--- src/rtl/branch_resolve_bht.sv ---
// branch_resolve_bht
//   Resolves branch conditions from the execute stage, registers the outcome
//   and misprediction flag, and trains a direct-mapped table of 2-bit
//   saturating counters that the fetch stage reads for prediction.
//   Saturating statistics count resolved branches and mispredictions.
//
// Ports:
//   clk, rst        clock; synchronous active-high reset
//   lookup_pc       fetch PC to predict      -> pred_taken (combinational)
//   res_valid       resolution request this cycle
//   res_pc          PC of the resolving branch (selects BHT entry)
//   src_a, src_b    branch operands
//   branch_op       condition select (0..10 defined, 11..15 never taken)
//   res_pred        prediction originally used for this branch
//   flush           kills this cycle's resolution
//   out_valid, out_taken, out_mispredict   registered resolution result
//   br_cnt, mis_cnt saturating statistics counters
module branch_resolve_bht #(
  parameter int WIDTH     = 32,
  parameter int BHT_DEPTH = 16,
  parameter int IDX_LSB   = 2,
  parameter int CNT_W     = 16
) (
  input  logic             clk,
  input  logic             rst,
  input  logic [WIDTH-1:0] lookup_pc,
  output logic             pred_taken,
  input  logic             res_valid,
  input  logic [WIDTH-1:0] res_pc,
  input  logic [WIDTH-1:0] src_a,
  input  logic [WIDTH-1:0] src_b,
  input  logic [3:0]       branch_op,
  input  logic             res_pred,
  input  logic             flush,
  output logic             out_valid,
  output logic             out_taken,
  output logic             out_mispredict,
  output logic [CNT_W-1:0] br_cnt,
  output logic [CNT_W-1:0] mis_cnt
);

  localparam int IDX_W = $clog2(BHT_DEPTH);

  logic [1:0]       bht [BHT_DEPTH];
  logic [IDX_W-1:0] lookupIdx;
  logic [IDX_W-1:0] resIdx;
  logic             cond;
  logic             accept;
  logic             aNeg;
  logic             aZero;

  // PC bits outside the index field are intentionally ignored (aliasing).
  logic unusedPcBits;
  assign unusedPcBits = ^{lookup_pc, res_pc};

  assign lookupIdx = lookup_pc[IDX_LSB +: IDX_W];
  assign resIdx    = res_pc[IDX_LSB +: IDX_W];

  // Reads the pre-edge table contents, so a same-cycle update to the same
  // entry only becomes visible after the clock edge.
  assign pred_taken = bht[lookupIdx][1];

  assign accept = res_valid && !flush;

  // Zero tests are done on the sign bit / reduction so no unsized literal
  // can turn the comparison unsigned.
  assign aNeg  = src_a[WIDTH-1];
  assign aZero = ~|src_a;

  always_comb begin
    cond = 1'b0;
    unique case (branch_op)
      4'd0:    cond = (src_a == src_b);
      4'd1:    cond = (src_a != src_b);
      4'd2:    cond = !aNeg && !aZero;
      4'd3:    cond = aNeg || aZero;
      4'd4:    cond = !aNeg;
      4'd5:    cond = aNeg;
      4'd6:    cond = ($signed(src_a) <  $signed(src_b));
      4'd7:    cond = ($signed(src_a) >= $signed(src_b));
      4'd8:    cond = (src_a <  src_b);
      4'd9:    cond = (src_a >= src_b);
      4'd10:   cond = 1'b1;
      default: cond = 1'b0;
    endcase
  end

  always_ff @(posedge clk) begin
    if (rst) begin
      for (int unsigned i = 0; i < BHT_DEPTH; i++) begin
        bht[i] <= 2'b01;
      end
      out_valid      <= 1'b0;
      out_taken      <= 1'b0;
      out_mispredict <= 1'b0;
      br_cnt         <= '0;
      mis_cnt        <= '0;
    end else if (accept) begin
      out_valid      <= 1'b1;
      out_taken      <= cond;
      out_mispredict <= cond ^ res_pred;
      if (cond && bht[resIdx] != 2'b11) begin
        bht[resIdx] <= bht[resIdx] + 2'b01;
      end else if (!cond && bht[resIdx] != 2'b00) begin
        bht[resIdx] <= bht[resIdx] - 2'b01;
      end
      if (br_cnt != '1) begin
        br_cnt <= br_cnt + 1'b1;
      end
      if ((cond ^ res_pred) && mis_cnt != '1) begin
        mis_cnt <= mis_cnt + 1'b1;
      end
    end else begin
      out_valid      <= 1'b0;
      out_taken      <= 1'b0;
      out_mispredict <= 1'b0;
    end
  end

endmodule
--- config.mk ---
export PLATFORM = sky130hd
export DESIGN_NAME = branch_resolve_bht
export DESIGN_NICKNAME = d
export VERILOG_FILES = /design/src/rtl/branch_resolve_bht.sv
export SDC_FILE = /design/constraint.sdc
export NUM_CORES = 1
export LEC_CHECK = 0
export BUFFER_PORTS_ARGS = -buffer_cell sky130_fd_sc_hd__buf_4
export CORE_UTILIZATION = 46
export DETAILED_ROUTE_END_ITERATION = 6
export PLACE_DENSITY = 0.77
export SLEW_MARGIN = 10
export SYNTH_ARGS = -nofsm -noshare
export SYNTH_HDL_FRONTEND = slang
export SYNTH_SLANG_ARGS = --single-unit
--- constraint.sdc ---
create_clock -name clk -period 2.9 [get_ports clk]
set_input_delay 0 -clock clk [delete_from_list [all_inputs] [get_ports clk]]
set_output_delay 0 -clock clk [all_outputs]
set_load 0.01 [all_outputs]
# --- Word level (Yosys, flattened, before mapping) ---
# Memories as Yosys holds them, arrays and structs flattened.
# Cells that the tools add are included.
op_classes:
  n_addsub: 4
  magnitude_cmp: 4
  n_eq_ne: 15
  mux: 17
  bitwise_logic: 3
  reduce_logical: 17
ops:
  columns: ["cell", "n"]
  rows:
  - ["$ge A32 B32 Y1", 2]
  - ["$lt A32 B32 Y1", 2]
  - ["$add A16 B1 Y16 const B", 2]
  - ["$eq A32 B32 Y1", 1]
  - ["$ne A16 B16 Y1 const B", 2]
  - ["$ne A32 B32 Y1", 1]
  - ["$reduce_or A32 Y1", 1]
  - ["$eq A4 B3 Y1 const B", 4]
  - ["$mux W1", 13]
  - ["$eq A4 B4 Y1 const B", 3]
  - ["$pmux W1 S11", 1]
  - ["$eq A4 B2 Y1 const B", 2]
  - ["$logic_and A1 B1 Y1", 5]
  - ["$eq A4 B1 Y1 const B", 1]
  - ["$logic_not A1 Y1", 4]
  - ["$logic_not A4 Y1", 1]
  - ["$mux W2", 2]
  - ["$mux W4", 1]
  - ["$reduce_and A2 Y1", 2]
  - ["$reduce_or A2 Y1", 2]
  - ["$add A2 B1 Y2 const B", 1]
  - ["$ne A2 B2 Y1 const B", 1]
  - ["$reduce_bool A2 Y1", 1]
  - ["$sub A2 B1 Y2 const B", 1]
  - ["other kinds (4)", 4]
totals:
  register_bits: 35
  mem_bits_rw: 32
  mem_count: 1
mem_list:
  columns: ["memory", "words", "word_bits", "rd", "rd_ports_with_merged_regs", "write_ports", "line", "text"]
  rows:
  - ["bht", 16, 2, 2, 0, 16, "44", "logic [1:0] bht [BHT_DEPTH];"]

# --- Depth between registers and ports, before layout ---
# Gate-level depths: netlist of run 1.
depth:
  ltp_word: 14
  mapped_depth: 12
  mapped_depth_nobuf: 11

# --- Least setup slack after synthesis of run 1 ---
# OpenSTA, ideal clock, no wires.
synth_path:
  path_type: "input to register"
  from: "in src_b[14]"
  to: "mem bht[5][0] (enable)"
  setup_ps: 297
  arrival_ps: 2694
  setup_slack_ps: -91
  path_stages: 12
  n_path_buf: 1
  cell_sequence: "inv_1 > ha_1 > a21oi_1 > nand2_1 > a221o_1 > o311a_1 > o2111ai_1 > o2111ai_4 > nor2_8 > mux2i_2 > buf_2 > a31o_1"
synth_rtl:
  columns: ["item", "line", "text"]
  rows:
  - ["start, declared", "31", "input logic [WIDTH-1:0] src_b,"]
  - ["end, declared", "44", null]

# --- Worst setup path after layout of run 1 ---
layout_path:
  from: "in src_a[14]"
  to: "reg mis_cnt[15]"
layout_via:
  elab_chain_len: 7
  word_cells_on_any_way: 14
layout_rtl:
  columns: ["item", "line", "text"]
  rows:
  - ["start, declared", "30", "input logic [WIDTH-1:0] src_a,"]
  - ["branches (longest 3 deep; another with $ge A32 B32 Y1)", null, null]
  - ["$pmux W1 S11 *", "72", "unique case (branch_op)"]
  - ["$xor A1 B1 Y1 *", "110", "if ((cond ^ res_pred) && mis_cnt != '1) begin"]
  - ["$logic_and A1 B1 Y1 *", "110", null]
  - ["$reduce_and A2 Y1 (no source line) *", null, null]
  - ["end signal, assigned", "111", "mis_cnt <= mis_cnt + 1'b1;"]
  - ["end, declared", "39", "output logic [CNT_W-1:0] mis_cnt"]
# Mark *: on every way between the ends.
# A chain may end at the register's enable or synchronous reset.

==> results.sh, run 1 <==
export IMPL_critPathLaunchType="input pin"
export IMPL_utilization_pct=63.1
export IMPL_setup_viol=0
export IMPL_netlist_cell_type_count=61
export IMPL_place_port_buffers=116
export IMPL_clock_sinks=67
export IMPL_layout_min_cycle_time_ns=2.79
export IMPL_die_y_microns=104
export IMPL_place_gp_congestion=0.857
export IMPL_coreArea_sq_um=9950
export IMPL_grt_pass1_wl_mm=20.1
export IMPL_drcViolationCount=0
export IMPL_drtPass1Iterations=4
export IMPL_critPathMaxStageDelay_ns=0.44
export IMPL_drive_gt1_share_pct=30.9
export IMPL_syn_area_per_cell_sq_um=9.41
export IMPL_routedWlPerCell_microns=15.3
export IMPL_peakVddDrop_mv=0.220
export IMPL_synth_edf_count=32
export IMPL_cap_violations=0
export IMPL_die_area_sq_um=10900
export IMPL_clock_skew_ns=0.0189
export IMPL_worst_setup_path_type="input pin to register"
export IMPL_fin_nets=820
export IMPL_holdPathStages=5
export IMPL_cts_buffer_depth=2
export IMPL_area_growth_synth_to_final_pct=30.7
export IMPL_synthArstFlopShare_pct=0
export IMPL_post_cts_setup_buffers=0
export IMPL_cts_tree="yes"
export IMPL_synth_cells=511
export IMPL_yosys_register_bits=67
export IMPL_antenna_found_initial=0
export IMPL_cp_arrival_ns=3.01
export IMPL_run_status="completed"
export IMPL_crit_slowest_cell="o41ai_1"
export IMPL_vias_per_cell=5.64
export IMPL_htreeDepth=3
export IMPL_grt_overflow=0
export IMPL_numCtsBuffers=9
export IMPL_initialDrtViolationCount=203
export IMPL_critPathMaxFanout=7
export IMPL_seq_area_frac_synth_pct=34.6
export IMPL_cts_root_buffer="clkbuf_8"
export IMPL_syn_cell_area_sq_um=4810
export IMPL_syn_nets=682
export IMPL_finalPower_w=0.00234
export IMPL_min_path_type="input pin to register"
export IMPL_slew_viol_final=0
export IMPL_grt_pass1_vias=4375
export IMPL_final_area_sq_um=6280
export IMPL_start_util_pct=48.3
export IMPL_slew_headroom_pct=56.2
export IMPL_dpl_hpwl_mm=9.28
export IMPL_rows=36
export IMPL_antennaDiodeCount=0
export IMPL_clk_latency_ns=0.36
export IMPL_die_width_microns=104
export IMPL_worstSetupEndpointType="register"
export IMPL_vias=4440
export IMPL_setup_tns_ns=0
export IMPL_crit_required_ns=3.12
export IMPL_rsz0062_at_grt="no"
export IMPL_grtUsageTotal_pct=22.9
export IMPL_hold_violations=0
export IMPL_max_freq_mhz=359
export IMPL_grt_max_degree=66
export IMPL_powerDensity_nw_per_um2=373
export IMPL_drt_total_wl_mm=12.1
export IMPL_cp_cell_sequence="buf_4, ha_1, a21oi_1, nand2_1, a221o_1, o311a_4, or2_4, o2111ai_4, nor2_8, buf_12, o41ai_1, mux2_1"
export IMPL_leakage_nw=2.69
export IMPL_yosys_warnings=0
export IMPL_ys_flop_type="dfxtp_1"
export IMPL_clk_pin_slew_ns=0.07
export IMPL_dpl_cell_area_sq_um=6050
export IMPL_ant_nets=0
export IMPL_worstRegToRegCells=9
export IMPL_period_share_pct=96.1
export IMPL_ios=173
export IMPL_worst_pin_slew_ns=0.656
cells by family (layout without fill, tap and decap cells):
group	count (synthesis)	after routing	share of synthesized area, %
adders and majority gates	34	34	8.85
DFF	67	67	34.6
AOI/OAI and AO/OA	71	71	11.8
buffers and inverters	59	202	4.71
xor gates and xnor gates	15	15	2.73
muxes	38	38	12.3
and+or+nand+nor	227	227	25.0
metrics by stage:
step / setup slack, ns / hold slack [ns] / std cells
after floorplan: -0.0132 / 0.186 / 511
after global placement: -0.153 / 0.352 / 769
after detailed placement: -0.238 / 0.352 / 769
after CTS: 0.125 / 0.104 / 787
after global routing: 0.00841 / 0.117 / 787
final: 0.114 / 0.115 / 787
metal layers:
layer  GRT usage [%]  up-vias  part of all wire [%]
met3            5.14       26                   6.5
met5               0        -                     0
li1                -     2161                     -
met2            38.9      159                    49
met1            28.5     2094                    43
met4            8.06        0                   2.0
what timing repair did:
action / 4_1_cts / 5_1_grt
hold endpoints to repair: 1 / 0
hold buffers: 2 / 0
setup endpoints to repair: 0 / 2
gates resized for setup: 0 / 1
final cells by class:
cell class                      instances  area [sq um]
Clock buffer                           11           153
Timing Repair Buffer                  150          1160
Inverter                               36           135
Clock inverter                          5          58.8
Tap cell                              133           166
Sequential cell                        67          1660
Fill cell                             805          3670
Multi-Input combinational cell        385          2950
final timing paths:
path | from | to | slack [ns]
min reg2reg | br_cnt[9] | br_cnt[9] | 0.50
max | src_a[14] | mis_cnt[15] | 0.11
max reg2reg | mis_cnt[7] | mis_cnt[9] | 0.21
min | flush | out_taken | 0.11
state kept, by name (all words and copies together), names as in the netlist:
register,cells
out_taken,1
mis_cnt,16
bht,32
out_mispredict,1
br_cnt,16
out_valid,1
worst max-delay path: cells and delay by family:
kind,cells,cell delay [ns]
AO/OA/AOI/OAI,5,1.63
multiplexers,1,0.36
adder cells (fa/ha/maj),1,0.31
AND/OR/NAND/NOR,3,0.43
buffers and inverters,2,0.27
cells in the mapped netlist (10+ instances only):
master | count | share of area [%]
mux4_2 | 15 | 7.0
nor3_1 | 10 | 1.0
a31o_1 | 14 | 2.6
nor2b_1 | 21 | 2.7
nor2_1 | 61 | 4.8
edfxtp_1 | 32 | 20
xor2_1 | 11 | 2.0
inv_1 | 36 | 2.8
ha_1 | 34 | 8.8
nand4_1 | 16 | 2.1
dfxtp_1 | 35 | 15
and3_1 | 10 | 1.3
nand2_1 | 30 | 2.3
clkbuf_1 | 14 | 1.1
nor4_1 | 11 | 1.4
nand3_1 | 34 | 3.5
a21oi_1 | 18 | 1.9
report_power, final:
| part | switching (W) | internal, W | total [W] | leakage (nW) |
|---|---|---|---|---|
| registers | 0.0000104 | 0.00100 | 0.00101 | 0.559 |
| logic | 0.000245 | 0.000257 | 0.000503 | 2.02 |
| clock network | 0.000376 | 0.000451 | 0.000827 | 0.103 |
cell usage in the layout, fill, tap and decap left out, types with 10 or more instances in the layout:
master | Yosys | layout
buf_4 | 0 | 146
nor3_1 | 10 | 10
ha_1 | 34 | 34
edfxtp_1 | 32 | 32
mux4_2 | 15 | 15
nor2_1 | 61 | 61
a31o_1 | 14 | 14
nor4_1 | 11 | 11
xor2_1 | 11 | 11
nand4_1 | 16 | 16
nor2b_1 | 21 | 21
a21oi_1 | 18 | 18
inv_1 | 36 | 36
dfxtp_1 | 35 | 35
and3_1 | 10 | 10
nand2_1 | 30 | 30
nand3_1 | 34 | 34
(Power assumes the default switching activity.)
==> run 2, diff against run 1 <==
--- a/config.mk
+++ b/config.mk
@@ -9,6 +9,7 @@
 export CORE_UTILIZATION = 46
 export DETAILED_ROUTE_END_ITERATION = 6
 export PLACE_DENSITY = 0.77
+export REMOVE_ABC_BUFFERS = 1
 export SLEW_MARGIN = 10
 export SYNTH_ARGS = -nofsm -noshare
 export SYNTH_HDL_FRONTEND = slang
==> results.sh, run 2 (synthesized netlist as in run 1, its figures left out) <==
export IMPL_die_area_sq_um=10900
export IMPL_drcViolationCount=0
export IMPL_setup_tns_ns=0
export IMPL_layout_min_cycle_time_ns=2.76
export IMPL_cts_tree="yes"
export IMPL_leakage_nw=2.72
export IMPL_powerDensity_nw_per_um2=378
export IMPL_grt_overflow=0
export IMPL_final_common_cell="buf_4"
export IMPL_rsz0062_at_grt="no"
export IMPL_largest_reg_flops=32
export IMPL_power_frac_clock_pct=36.3
export IMPL_dpl_hpwl_mm=9.10
export IMPL_max_freq_mhz=362
export IMPL_p_sw_w=0.000622
export IMPL_slew_viol_final=0
export IMPL_critPathLaunchType="input pin"
export IMPL_clk_latency_ns=0.34
export IMPL_area_growth_synth_to_final_pct=31.2
export IMPL_p_int_w=0.00176
export IMPL_drtPass1Iterations=6
export IMPL_slew_headroom_pct=57.7
export IMPL_initialDrtViolationCount=281
export IMPL_die_y_microns=104
export IMPL_ant_nets=0
export IMPL_numCtsBuffers=9
export IMPL_clock_sinks=67
export IMPL_clk_pin_slew_ns=0.07
export IMPL_switching_share_pct=26.1
export IMPL_cts_root_buffer="clkbuf_8"
export IMPL_peakVddDrop_mv=0.312
export IMPL_start_util_pct=48.3
export IMPL_min_path_type="input pin to register"
export IMPL_p_seq_share_pct=42.5
export IMPL_drive_gt1_share_pct=31.7
export IMPL_setup_viol=0
export IMPL_die_width_microns=104
export IMPL_drt_total_wl_mm=11.9
export IMPL_grt_pass1_vias=4330
export IMPL_rows=36
export IMPL_vias_per_cell=5.54
export IMPL_hold_violations=0
export IMPL_grt_pass1_wl_mm=19.6
export IMPL_finalPower_w=0.00238
export IMPL_clock_skew_ns=0.00847
export IMPL_htreeDepth=3
export IMPL_antennaDiodeCount=0
export IMPL_cp_arrival_ns=2.81
export IMPL_largest_register="bht"
export IMPL_worst_pin_slew_ns=0.635
export IMPL_place_gp_congestion=0.904
export IMPL_post_cts_setup_buffers=0
export IMPL_critPathMaxFanout=31
export IMPL_worst_setup_path_type="input pin to register"
export IMPL_routedWlPerCell_microns=15.0
export IMPL_period_share_pct=95.2
export IMPL_finalNonFillerCells=792
export IMPL_worstSetupEndpointType="register"
export IMPL_fin_nets=825
export IMPL_coreArea_sq_um=9950
export IMPL_vias=4391
export IMPL_run_status="completed"
export IMPL_crit_required_ns=2.95
export IMPL_ios=173
export IMPL_antenna_found_initial=0
export IMPL_grt_max_degree=66
export IMPL_final_cell_mix="buf_4, nor2_1, inv_1"
export IMPL_top_regs="bht: 32 flops, br_cnt: 16 flops, mis_cnt: 16 flops"
export IMPL_cts_buffer_depth=2
export IMPL_place_port_buffers=116
export IMPL_grtUsageTotal_pct=22.2
export IMPL_post_place_cells=775
export IMPL_combinationalPowerShare_pct=21.2
export IMPL_cap_violations=0
==> run 2: cell count changes in the layout (fill, tap and decap cells not counted), sizes merged <==
cell,before,now
dlygate4sd3,2,1
buf,148,154
clkinvlp,1,0
clkbuf,11,12
==> run 2: per-stage QoR <==
stage	instance area (sq um)	setup slack [ns]	utilization, %	hold slack [ns]
finish	6310	0.140	63.4	0.0184
global route	6310	0.00371	63.4	0.0138
CTS	6290	0.0675	63.2	0.00224
detailed placement	6050	-0.292	60.8	0.356
global placement	6050	-0.213	60.8	0.356
floorplan	4720	-0.595	-	0.0691
==> run 2: cell type report <==
cell class / instances / area (sq um)
repair buffers: 155 / 1180
well taps: 133 / 166
inverters: 36 / 135
clock inverters: 4 / 52.6
multi-input cells: 385 / 2940
clock buffers: 12 / 176
flip-flops and latches: 67 / 1660
fillers: 845 / 3650
==> run 2: repair_timing <==
| action | in CTS | in global routing |
|---|---|---|
| hold buffers | 1 | 0 |
| setup endpoints to repair | 0 | 8 |
| resized for setup | 0 | 2 |
| hold endpoints to repair | 1 | 0 |
==> run 2: final timing paths <==
kind	cells past startpoint	endpoint	from	slack, ns
setup / recovery	12	bht[5][1]	src_a[7]	0.14
hold / removal	2	bht[3][1]	res_pc[4]	0.02
setup reg to reg	9	mis_cnt[0]	mis_cnt[7]	0.20
hold reg to reg	2	br_cnt[9]	br_cnt[9]	0.51
==> run 2: critical path, stage by stage <==
cell	delay (ns)
buf_4	0.12
ha_1	0.32
a21oi_1	0.15
o21ai_0	0.11
a221o_1	0.32
o311a_4	0.41
or2_4	0.27
o211a_4	0.30
nor2_8	0.13
mux2i_2	0.27
buf_12	0.21
a31o_1	0.21
==> run 2: power by group through the flow <==
| stage | Combinational [W] | Sequential [W] | Clock (W) |
|---|---|---|---|
| after detailed placement | 0.000498 | 0.00103 | 0 |
| after CTS | 0.000502 | 0.00101 | 0.000887 |
| after floorplan | 0.000237 | 0.00103 | 0 |
| after global routing | 0.000555 | 0.00101 | 0.000919 |
| final | 0.000505 | 0.00101 | 0.000865 |
| after global placement | 0.000482 | 0.00103 | 0 |
==> run 2: routing by layer <==
layer  GRT usage, %  wire length [microns]  vias up
li1               -                      -     2167
met1           26.8                   5010     1995
met2           38.8                   5770      199
met3           4.26                    808       30
met4           8.78                    273        0
met5              0                      0        -
